`src/rtl/blink_timer_pkg.sv`:
```
// Shared definitions for the blink timer: FSM state encoding and default counter width.
package blink_timer_pkg;

    localparam int PW_DEF = 8;

    typedef enum logic [1:0] {
        ST_IDLE = 2'd0,
        ST_RUN  = 2'd1,
        ST_HOLD = 2'd2
    } state_e;

endpackage

```
`src/rtl/blink_timer_if.sv`:
```
// Control/status bundle between the sequencing logic (master) and one blink timer (slave).
interface blink_timer_if
    import blink_timer_pkg::*;
#(
    parameter int PW = PW_DEF
);

    // No valid/ready pair: load_val is a level that the timer samples only when it
    // reloads or clamps, and enable/hold are levels acted on at the next clock edge.
    logic          enable;
    logic          hold;
    logic [PW-1:0] load_val;
    logic          led;
    logic          expire;
    logic [PW-1:0] count;
    logic          busy;
    state_e        state;

    modport master (
        output enable, hold, load_val,
        input  led, expire, count, busy, state
    );

    modport slave (
        input  enable, hold, load_val,
        output led, expire, count, busy, state
    );

endinterface

```
`src/rtl/blink_timer_tick_prescaler.sv`:
```
// Divides clk into timer ticks: one tick every PRESCALE cycles while run is high.
module tick_prescaler #(
    parameter int PRESCALE = 1
) (
    input  logic clk,
    input  logic rst_n,
    input  logic run,
    input  logic clr,
    output logic tick
);

    localparam int PCW = (PRESCALE > 1) ? $clog2(PRESCALE) : 1;
    localparam logic [PCW-1:0] LAST = PCW'(PRESCALE - 1);

    logic [PCW-1:0] pcnt_q;

    assign tick = run && (pcnt_q == LAST);

    always_ff @(posedge clk or negedge rst_n) begin
        if (!rst_n) begin
            pcnt_q <= '0;
        end else if (clr) begin
            pcnt_q <= '0;
        end else if (run) begin
            pcnt_q <= (pcnt_q == LAST) ? '0 : pcnt_q + PCW'(1);
        end
    end

endmodule

```
`src/rtl/blink_timer.sv`:
```
// Loadable down-counting blink timer: toggles led every (load_val+1)*PRESCALE cycles
// and pulses expire one cycle after each toggling tick.
module blink_timer
    import blink_timer_pkg::*;
#(
    parameter int PRESCALE = 1,
    parameter int PW       = PW_DEF
) (
    input  logic              clk,
    input  logic              rst_n,
    blink_timer_if.slave      bus
);

    state_e        state_q, state_d;
    logic [PW-1:0] count_q, count_d;
    logic [PW-1:0] count_dec;
    logic          led_q, led_d;
    logic          expire_q, expire_d;
    logic          pre_run, pre_clr, tick;

    // Prescaler advances only in an un-held RUN cycle that is not being shut down.
    assign pre_run = (state_q == ST_RUN) && bus.enable && !bus.hold;
    assign pre_clr = (state_q == ST_IDLE) || !bus.enable;

    tick_prescaler #(.PRESCALE(PRESCALE)) u_prescaler (
        .clk   (clk),
        .rst_n (rst_n),
        .run   (pre_run),
        .clr   (pre_clr),
        .tick  (tick)
    );

    assign count_dec = count_q - PW'(1);

    always_ff @(posedge clk or negedge rst_n) begin
        if (!rst_n) begin
            state_q  <= ST_IDLE;
            count_q  <= '0;
            led_q    <= 1'b0;
            expire_q <= 1'b0;
        end else begin
            state_q  <= state_d;
            count_q  <= count_d;
            led_q    <= led_d;
            expire_q <= expire_d;
        end
    end

    always_comb begin
        state_d  = state_q;
        count_d  = count_q;
        led_d    = led_q;
        expire_d = 1'b0;
        if (!bus.enable) begin
            state_d = ST_IDLE;
            count_d = '0;
            led_d   = 1'b0;
        end else begin
            case (state_q)
                ST_IDLE: begin
                    state_d = ST_RUN;
                    count_d = bus.load_val;
                    led_d   = 1'b0;
                end
                ST_RUN: begin
                    if (bus.hold) begin
                        state_d = ST_HOLD;
                    end else if (tick) begin
                        if (count_q == '0) begin
                            count_d  = bus.load_val;
                            led_d    = ~led_q;
                            expire_d = 1'b1;
                        end else if (count_dec > bus.load_val) begin
                            count_d = bus.load_val;
                        end else begin
                            count_d = count_dec;
                        end
                    end else if (bus.load_val < count_q) begin
                        // A shorter period takes effect at once instead of after the old one.
                        count_d = bus.load_val;
                    end
                end
                ST_HOLD: begin
                    if (!bus.hold) begin
                        state_d = ST_RUN;
                    end
                end
                default: begin
                    state_d = ST_IDLE;
                    count_d = '0;
                    led_d   = 1'b0;
                end
            endcase
        end
    end

    assign bus.led    = led_q;
    assign bus.expire = expire_q;
    assign bus.count  = count_q;
    assign bus.busy   = (state_q != ST_IDLE);
    assign bus.state  = state_q;

endmodule

```
`src/flat_wrapper.sv`:
```
// flat-port wrapper written by rule: the top's interface ports become plain ports
module blink_timer_flat import blink_timer_pkg::*;
#(
    parameter int PRESCALE = 1,
    parameter int PW       = PW_DEF
)
  (clk, rst_n, bus_enable, bus_hold, bus_load_val, bus_led, bus_expire, bus_count, bus_busy, bus_state);
  blink_timer_if #(.PW(PW)) bus_i ();
  input  logic clk;
  input  logic rst_n;
  input wire logic [$bits(bus_i.enable)-1:0] bus_enable;
  input wire logic [$bits(bus_i.hold)-1:0] bus_hold;
  input wire logic [$bits(bus_i.load_val)-1:0] bus_load_val;
  output wire logic [$bits(bus_i.led)-1:0] bus_led;
  output wire logic [$bits(bus_i.expire)-1:0] bus_expire;
  output wire logic [$bits(bus_i.count)-1:0] bus_count;
  output wire logic [$bits(bus_i.busy)-1:0] bus_busy;
  output wire logic [$bits(bus_i.state)-1:0] bus_state;
  assign bus_i.enable = bus_enable;
  assign bus_i.hold = bus_hold;
  assign bus_i.load_val = bus_load_val;
  assign bus_led = bus_i.led;
  assign bus_expire = bus_i.expire;
  assign bus_count = bus_i.count;
  assign bus_busy = bus_i.busy;
  assign bus_state = bus_i.state;
  blink_timer #(.PRESCALE(PRESCALE), .PW(PW)) u_core (.clk(clk), .rst_n(rst_n), .bus(bus_i));
endmodule
```
`config.mk`:
```
export PLATFORM = sky130hd
export DESIGN_NAME = blink_timer_flat
export DESIGN_NICKNAME = d
export VERILOG_FILES = /design/src/rtl/blink_timer_pkg.sv /design/src/rtl/blink_timer_if.sv /design/src/rtl/blink_timer_tick_prescaler.sv /design/src/rtl/blink_timer.sv /design/src/flat_wrapper.sv
export SDC_FILE = /design/constraint.sdc
export NUM_CORES = 1
export LEC_CHECK = 0
export ABC_AREA = 1
export BUFFER_PORTS_ARGS = -buffer_cell sky130_fd_sc_hd__buf_2
export CAP_MARGIN = 5
export CORE_ASPECT_RATIO = 1.2
export CORE_MARGIN = 2
export CORE_UTILIZATION = 56
export CTS_BUF_LIST = sky130_fd_sc_hd__clkbuf_16
export DETAILED_ROUTE_END_ITERATION = 8
export PLACE_DENSITY = 0.8
export SYNTH_ARGS = -nofsm -noshare
export SYNTH_HDL_FRONTEND = slang
export SYNTH_HIERARCHICAL = 1
export SYNTH_SLANG_ARGS = --single-unit
```
`constraint.sdc`:
```
create_clock -name clk -period 2.6 [get_ports clk]
set_input_delay 0.13 -clock clk [delete_from_list [all_inputs] [get_ports clk]]
set_output_delay 0.13 -clock clk [all_outputs]
set_load 0.02 [all_outputs]
```
==> metrics.md, run 1 <==
| Metric | Value |
|---|---|
| Clock latency on the worst-skew pair | 0.24 ns |
| Number of nets still failing antenna checks after routing | 0 |
| Hold Path Class | primary input to flip-flop |
| Met2 Resource Use GR | 50.1% |
| Worst Path Required | 2.73 ns |
| Final hold vios | 0 |
| Synth Area per Inst | 6.73 um^2 |
| IO buf count | 24 |
| Finish-stage setup viols | 0 |
| Total Routing Usage GR | 26.9% |
| Setup crit start kind | flip-flop |
| M3 GR Usage | 6.44% |
| Crit path time final | 2.48 ns |
| DP HPWL | 2690 um |
| Die width | 49.0 um |
| Syn. warnings | 6 |
| Initial DRC count | 49 |
| Finished Layout Cells | 262 |
| Initial Util | 58.9% |
| CP Capture Type | flip-flop |
| Area Overhead vs Synth | 22.0% |
| CTS tree | built |
| Routability congestion estimate | 0.953 |
| Overflow after GRT | 0 |
| Max Transition Viols Final | 0 |
| Total CTS buffers | 3 |
| Initial antenna violation count | 0 |
| Pre-antenna DRT Iters | 4 |
| Clock slew at reported path FFs | 0.05 ns |
| Fin crit share | 95.5% |
| Max VDD drop | 0.000660 V |
| Root buffer cell | clkbuf_16 |
| Setup Skew | 0.00340 ns |
| DIE HEIGHT | 58.0 um |
| Run status | complete, no violations |
| Class of the most critical setup path | flip-flop to flip-flop |
| Drt wl/cell | 14.3 um |
| Syn nets | 232 |
| Total Nets Final | 262 |
| Max Root-Sink Buffers | 2 |
| Placed Instances | 256 |
| WP data arrival | 2.61 ns |
| Share of cells above drive strength 1 | 23.4% |
| Max_cap viols | 0 |
| WHS | 0.161 ns |
| Global-route wire length before repair | 5820 um |
| Core area | 0.00231 mm^2 |
| Number of diodes | 0 |
| PwrDens | 682 mW/mm^2 |
| Vias | 1388 |
| Largest net degree at the start of global routing | 14 |
| Final wirelength | 3740 um |
| Worst slew pin tran | 0.647 ns |
| Static leakage | 0.953 nW |
| Slew margin rel. | 56.7% |
| Placement row count | 19 |
| DRC Markers | 0 |
| Syn Inst Count | 202 |
| CP max FO | 5 |
| Fmax | 403 MHz |
| Post-Syn Area | 0.00136 mm^2 |
| Tot Pwr | 1.13 mW |
| Avg Vias per Cell | 5.30 |
| Global route hottest layer | met2 |
| Vias in the first global route | 1331 |
| Die ar. | 0.00284 mm^2 |
| Met1 GRT Util | 29.5% |
| Clock Sink Count | 12 |
| I/O pin total | 25 |
| H-tree Lvls | 1 |
[report_power, final]
part / internal (mW) / switching (mW)
sequential: 0.208 / 0.0320
clock: 0.203 / 0.0839
combinational: 0.217 / 0.386
[registers in the layout (all words and copies together) (netlist names)]
name / count
u_core/bus.count: 8
u_core/bus.led: 1
u_core/bus.expire: 1
u_core/bus.state: 2
[cell usage in the layout, fill, tap and decap left out, drive strengths merged, types with 2 or more instances in the layout]
master	count
nand2	76
inv	34
buf	26
ha	18
nand3	13
nor2	13
dfrtp	12
nand4	10
a21oi	9
clkbuf	3
xor2	3
o21ai	3
o21a	2
o211ai	2
nor3	2
[per-layer routing]
layer  vias to the layer above  wire (um)
met5                         -          0
met4                         0        113
met3                        13        272
met2                        54       1900
met1                       615       1450
li1                        706          -
[path summary, 6_finish.rpt]
kind / from / endpoint / slack [ns] / cells after the start
worst max-delay path: u_core/bus.count[4] / u_core/bus.count[3] / 0.12 / 18
worst min-delay path: bus_hold / u_core/bus.state[1] / 0.16 / 3
worst max register to register: u_core/bus.count[4] / u_core/bus.count[3] / 0.12 / 18
worst min register to register: u_core/bus.led / u_core/bus.led / 0.47 / 1
max in group asynchronous: rst_n / u_core/bus.count[0] / 2.04 / 2
min in group asynchronous: rst_n / u_core/bus.state[1] / 0.31 / 2
[critical path, cell delays in order, from the launching register on]
cell and delay [ns]:
dfrtp_1 0.43, inv_2 0.12, nand2_1 0.11, nor2_4 0.15, nand2_1 0.10, xor2_2 0.20
inv_1 0.06, ha_1 0.27, nand2_1 0.06, nor2_1 0.15, nand3_1 0.18, nand2_4 0.14
nand2_1 0.06, nand2_1 0.05, nand3_1 0.06, nand2_1 0.06, nand2_1 0.05, nand2_1 0.06
nand2_1 0.05
[layout make-up]
type / instances / area (um^2)
clock buffers: 3 / 75.1
clock inverters: 1 / 3.75
fillers: 189 / 648
inverters: 34 / 128
multi-input cells: 154 / 963
flip-flops and latches: 12 / 304
well taps: 31 / 38.8
repair buffers: 27 / 145
[through the flow]
| step | utilization (%) | cell area (um^2) | setup WS (ns) | TNS (ns) |
|---|---|---|---|---|
| floorplan | - | 1360 | 0.235 | 0 |
| global placement | 65.4 | 1510 | 0.0263 | 0 |
| detailed placement | 65.4 | 1510 | -0.0637 | -0.114 |
| CTS | 69.6 | 1600 | 0.0625 | 0 |
| global route | 71.9 | 1660 | -0.0580 | -0.105 |
| finish | 71.9 | 1660 | 0.117 | 0 |
[repair_timing]
action                                  CTS  global route
endpoints found under the setup margin    7             8
buffers inserted                          0             0
hold buffers                              1             0
cloned                                    0             1
hold endpoints to repair                 12             0
pin swaps                                 0             1
resized for setup                         2            10
(Power assumes the default switching activity.)
==> run 2, diff against run 1 <==
--- a/config.mk
+++ b/config.mk
@@ -8,7 +8,6 @@
 export ABC_AREA = 1
 export BUFFER_PORTS_ARGS = -buffer_cell sky130_fd_sc_hd__buf_2
 export CAP_MARGIN = 5
-export CORE_ASPECT_RATIO = 1.2
 export CORE_MARGIN = 2
 export CORE_UTILIZATION = 56
 export CTS_BUF_LIST = sky130_fd_sc_hd__clkbuf_16
==> constraint.sdc (replaced) <==
create_clock -name clk -period 2.6 [get_ports clk]
set_input_delay 0.52 -clock clk [delete_from_list [all_inputs] [get_ports clk]]
set_output_delay 0.52 -clock clk [all_outputs]
set_load 0.02 [all_outputs]
==> metrics.md, run 2 (synthesized netlist as in run 1, its figures left out) <==
| Metric | Value |
|---|---|
| Slowest-stage cell, CP | dfrtp_2 |
| Total Routing Usage GR | 27.7% |
| Crit path time final | 2.40 ns |
| Max Transition Viols Final | 0 |
| Hold Path Class | primary input to async pin |
| Max_cap viols | 0 |
| Launch point of the worst reg-to-reg path | u_core/bus.count[0] |
| Core area | 0.00225 mm^2 |
| Max VDD drop | 0.000549 V |
| Largest net degree at the start of global routing | 14 |
| Share of cells above drive strength 1 | 24.5% |
| Post-route cell area | 0.00166 mm^2 |
| Switching Share | 43.7% |
| Worst slew pin tran | 0.256 ns |
| Setup Skew | 0.00502 ns |
| Reg2Reg Setup Slack | 0.20 ns |
| Max Root-Sink Buffers | 2 |
| Global-route wire length before repair | 5770 um |
| Tot Pwr | 1.12 mW |
| Max reg flops | 8 |
| Psw | 0.489 mW |
| Die ar. | 0.00284 mm^2 |
| Internal power | 0.630 mW |
| Clock latency on the worst-skew pair | 0.24 ns |
| Final wirelength | 3470 um |
| Root buffer cell | clkbuf_16 |
| Post-route core utilization | 73.8% |
| Commonest non-fill, non-tap cell in the layout | nand2_1 |
| DR top layer | met4 |
| Met1 wire length | 1450 um |
| Setup_tns | 0 ns |
| Fmax | 416 MHz |
| Number of nets still failing antenna checks after routing | 0 |
| Finish-stage setup viols | 0 |
| Routability congestion estimate | 0.954 |
| Run status | complete, no violations |
| WHS | 0.152 ns |
| CTS tree | built |
| RSZ-0062 raised after global routing | false |
| Drt wl/cell | 13.3 um |
| Placement row count | 17 |
| Initial DRC count | 45 |
| H-tree Lvls | 1 |
| Vias | 1421 |
| Avg Vias per Cell | 5.44 |
| Class of the most critical setup path | flip-flop to flip-flop |
| Overflow after GRT | 0 |
| Number of diodes | 0 |
| Hold-fix buffers, CTS | 0 |
| CP max FO | 5 |
| Critical Path Most Common Cell | nand2_1 |
| Clock Sink Count | 12 |
| Slew margin rel. | 82.7% |
| PwrDens | 673 mW/mm^2 |
| Die width | 53.3 um |
| Final hold vios | 0 |
| Pre-CTS WS | -0.0558 ns |
| Proportion of power drawn by the clock network | 24.9% |
| Comb power frac | 53.9% |
| Area Overhead vs Synth | 22.4% |
| Routed wl met3 | 176 um |
| CP Capture Type | flip-flop |
| DP HPWL | 2710 um |
| DRC Markers | 0 |
| IO buf count | 24 |
| Vias in the first global route | 1314 |
| Pre-antenna DRT Iters | 4 |
| Total CTS buffers | 3 |
| I/O pin total | 25 |
| Sequential power share | 21.2% |
| Most frequent cells in the layout | nand2_1 (72), inv_1 (29), buf_2 (24), ha_1 (18), nand3_1 (11) |
| DIE HEIGHT | 53.3 um |
| Initial Util | 60.3% |
| Placed Instances | 255 |
| Static leakage | 0.959 nW |
| Fin crit share | 92.3% |
| Finished Layout Cells | 261 |
| Clock slew at reported path FFs | 0.04 ns |
| Total Nets Final | 264 |
| Placed cell area | 0.00152 mm^2 |
| Critical Path Max Stage Delay | 0.43 ns |
| Routed wl met2 | 1800 um |
| Reg2Reg Depth | 18 |
| Post-route setup slack | 0.199 ns |
| WP data arrival | 2.53 ns |
| Initial antenna violation count | 0 |
| Setup crit start kind | flip-flop |
| Worst Path Required | 2.73 ns |
| Critical-path cell list | nor3_4 -> inv_1 -> nor2_1 -> nand2_1 -> nand2_1 -> inv_1 -> ha_1 -> nand2_1 -> nor2_2 -> nand2_1 -> nand2_2 -> nand2_2 -> nand3_1 -> nand3_1 -> nand2_1 -> nand2_1 -> nand2_1 -> nand2_1 |
| R2R Path End | u_core/bus.count[3] |
[run 2: layout make-up]
| class | instances | area, um^2 |
|---|---|---|
| flip-flops and latches | 12 | 304 |
| inverters | 34 | 128 |
| fillers | 189 | 592 |
| clock inverters | 1 | 3.75 |
| well taps | 28 | 35.0 |
| repair buffers | 29 | 158 |
| multi-input cells | 154 | 960 |
| clock buffers | 3 | 75.1 |
[run 2: worst max path at each step]
stage,slack [ns],end,from
floorplan,0.23,u_core/bus.count[1],u_core/bus.count[0]
global placement,0.04,u_core/bus.count[2],u_core/bus.count[2]
detailed placement,-0.06,u_core/bus.count[2],u_core/bus.count[2]
CTS,0.1,u_core/bus.count[2],u_core/bus.count[2]
global route,0.001,u_core/bus.count[2],u_core/bus.count[0]
finish,0.20,u_core/bus.count[3],u_core/bus.count[0]
[run 2: repair_timing]
action                                  in CTS  in global routing
endpoints found under the setup margin       5                  8
pin swaps                                    0                  2
resized for setup                            2                 10
cloned                                       0                  1
buffers inserted                             0                  1
[run 2: critical path: cells and delay by family (launching register included)]
kind / cells / cell delay, ns
DFF: 1 / 0.43
buffers and inverters: 2 / 0.14
adders and majority gates: 1 / 0.28
and+or+nand+nor: 15 / 1.44
[run 2: layer usage]
layer / vias up / track usage [%]
li1: 711 / -
met1: 658 / 33.1
met2: 46 / 49.8
met3: 6 / 6.21
met4: 0 / 6.41
met5: - / 0
[run 2: power by group through the flow]
stage	clock (mW)	combinational, mW	sequential [mW]
after floorplan	0	0.390	0.257
after global placement	0	0.527	0.234
after detailed placement	0	0.540	0.236
after CTS	0.281	0.548	0.235
after global routing	0.296	0.686	0.240
final	0.278	0.603	0.237
==> run 3, diff against run 2 <==
==> constraint.sdc (replaced) <==
create_clock -name clk -period 2.6 [get_ports clk]
set_input_delay 0 -clock clk [delete_from_list [all_inputs] [get_ports clk]]
set_output_delay 0 -clock clk [all_outputs]
set_load 0.02 [all_outputs]
==> metrics.md, run 3 (synthesized netlist as in run 1, its figures left out) <==
| Metric | Value |
|---|---|
| Run status | complete, no violations |
| Max Transition Viols Final | 0 |
| PwrDens | 684 mW/mm^2 |
| Fmax | 408 MHz |
| Setup crit start kind | flip-flop |
| Hold Path Sink | u_core/bus.state[1] |
| Worst hold start | bus_hold |
| Critical Path Most Common Cell | nand2_1 |
| Comb power frac | 55.1% |
| Launch point of the worst reg-to-reg path | u_core/bus.count[0] |
| Setup Skew | 0.00123 ns |
| Number of nets still failing antenna checks after routing | 0 |
| Total Nets Final | 270 |
| I/O pin total | 25 |
| Finish-stage setup viols | 0 |
| CP max FO | 7 |
| Root buffer cell | clkbuf_16 |
| Vias | 1514 |
| Vias in the first global route | 1304 |
| Slew margin rel. | 58.9% |
| Psw | 0.517 mW |
| Critical-path cell list | nor3_4 -> inv_1 -> nor2_1 -> nand2_1 -> nand2_1 -> inv_1 -> ha_1 -> a21o_1 -> nor2_2 -> nand2_2 -> nand2_4 -> nand3_4 -> a21oi_1 -> nand3_1 -> nand2_1 |
| Max reg flops | 8 |
| Worst slew pin tran | 0.614 ns |
| Met2 Resource Use GR | 51.2% |
| Critical path depth | 15 |
| Number of diodes | 0 |
| WP data arrival | 2.63 ns |
| FILL cells | 168 |
| Hold Path Class | primary input to flip-flop |
| Clock Sink Count | 12 |
| Max_cap viols | 0 |
| Share of cells above drive strength 1 | 25.9% |
| Critical Path Max Stage Delay | 0.45 ns |
| Switching Share | 44.6% |
| Clock latency on the worst-skew pair | 0.24 ns |
| CP delay by family, top | simple AND/OR/NAND/NOR gates |
| Global route hottest layer | met2 |
| Commonest non-fill, non-tap cell in the layout | nand2_1 |
| Worst Path Required | 2.77 ns |
| Static leakage | 0.986 nW |
| Overflow after GRT | 0 |
| DP HPWL | 2820 um |
| Die width | 53.3 um |
| Finished Layout Cells | 267 |
| Initial Util | 60.3% |
| Class of the most critical setup path | flip-flop to flip-flop |
| Initial DRC count | 100 |
| CP Capture Type | flip-flop |
| Post-route setup slack | 0.148 ns |
| Total Routing Usage GR | 28.8% |
| DIE HEIGHT | 53.3 um |
| Crit path time final | 2.45 ns |
| WHS | 0.0685 ns |
| Clock slew at reported path FFs | 0.04 ns |
| Drt wl/cell | 14.7 um |
| M3 GR Usage | 4.52% |
| Placed Instances | 254 |
| Sequential power share | 20.5% |
| R2R Path End | u_core/bus.count[1] |
| Pre-CTS WS | -0.113 ns |
| Final hold vios | 0 |
| Total CTS buffers | 3 |
| Slowest-stage cell, CP | dfrtp_2 |
| Area Overhead vs Synth | 25.0% |
| Final wirelength | 3930 um |
| Core area | 0.00225 mm^2 |
| CP Buf/Inv Count | 2 |
| Reg2Reg Depth | 15 |
| Routability congestion estimate | 0.955 |
| Max VDD drop | 0.000603 V |
| Max Root-Sink Buffers | 2 |
| Placement row count | 17 |
| Fin crit share | 94.3% |
| Largest net degree at the start of global routing | 14 |
| Reg2Reg Setup Slack | 0.15 ns |
| DRC Markers | 0 |
| Met1 GRT Util | 35.8% |
| Internal power | 0.643 mW |
| CTS tree | built |
| Most frequent cells in the layout | nand2_1 (72), inv_1 (28), buf_2 (24), ha_1 (17), nand3_1 (11) |
| Global-route wire length before repair | 5920 um |
| IO buf count | 24 |
| H-tree Lvls | 1 |
| Pre-antenna DRT Iters | 4 |
| Worst hold path depth | 3 |
| CP Launch Point | u_core/bus.count[0] |
| Avg Vias per Cell | 5.67 |
| Proportion of power drawn by the clock network | 24.4% |
| Die ar. | 0.00284 mm^2 |
| Initial antenna violation count | 0 |
## run 3: cell count changes in the layout (fill, tap and decap cells not counted)
cell / before / now
buf_4: 5 / 10
xor2_1: 1 / 3
xor2_2: 2 / 0
dlygate4sd3_1: 0 / 1
ha_1: 18 / 17
ha_2: 0 / 1
inv_1: 29 / 28
inv_2: 5 / 6
## run 3: worst register-to-register path, cell delays in order, from the launching register on
cell,delay [ns]
dfrtp_2,0.45
nor3_4,0.24
inv_1,0.08
nor2_1,0.09
nand2_1,0.06
nand2_1,0.10
inv_1,0.05
ha_1,0.28
a21o_1,0.21
nor2_2,0.14
nand2_2,0.10
nand2_4,0.12
nand3_4,0.11
a21oi_1,0.16
nand3_1,0.12
nand2_1,0.07
## run 3: repair_timing
action,4_1_cts,5_1_grt
buffers inserted,0,7
resized for setup,2,10
gates cloned,0,1
pin swaps,1,2
endpoints found under the setup margin,7,8
hold buffers,1,0
hold endpoints to repair,12,0
## run 3: power groups by stage
stage                     Sequential, mW  Clock [mW]  Combinational [mW]
final                              0.238       0.283               0.639
after floorplan                    0.257           0               0.390
after global placement             0.237           0               0.521
after detailed placement           0.239           0               0.541
after CTS                          0.239       0.284               0.550
after global routing               0.240       0.294               0.704
## run 3: area by class of cell
cell class                 count  area [um^2]  share of cell area [%]
inverter                      34          128                    7.52
clock inverter                 1         3.75                   0.221
clock buffer                   3         75.1                    4.42
tap                           28         35.0                    2.06
timing repair buffer          35          205                    12.1
sequential                    12          304                    17.9
multi-input combinational    154          947                    55.8
## run 3: worst max-delay path by stage
stage | end | slack (ns)
2_1_floorplan | u_core/bus.count[1] | 0.23
3_3_place_gp | u_core/bus.count[1] | 0.03
3_5_place_dp | u_core/bus.count[1] | -0.11
4_1_cts | u_core/bus.count[1] | 0.003
5_1_grt | u_core/bus.count[3] | -0.006
6_report | u_core/bus.count[1] | 0.15
## run 3: metal layers
metal  wire (um)  vias to the layer above  share of wire, %
li1            -                      724                 -
met1        1640                      716                42
met2        1990                       68                51
met3         237                        6               6.0
met4          56                        0               1.4
met5           0                        -                 0
## run 3: metrics by stage
step                setup TNS, ns  power (mW)  utilization, %  instance area (um^2)
finish                          0        1.16            75.3                  1700
global route             -0.00656        1.24            75.3                  1700
CTS                             0        1.07            71.4                  1610
detailed placement         -0.263       0.780            67.1                  1510
global placement                0       0.758            67.1                  1510
floorplan                       0       0.647               -                  1360
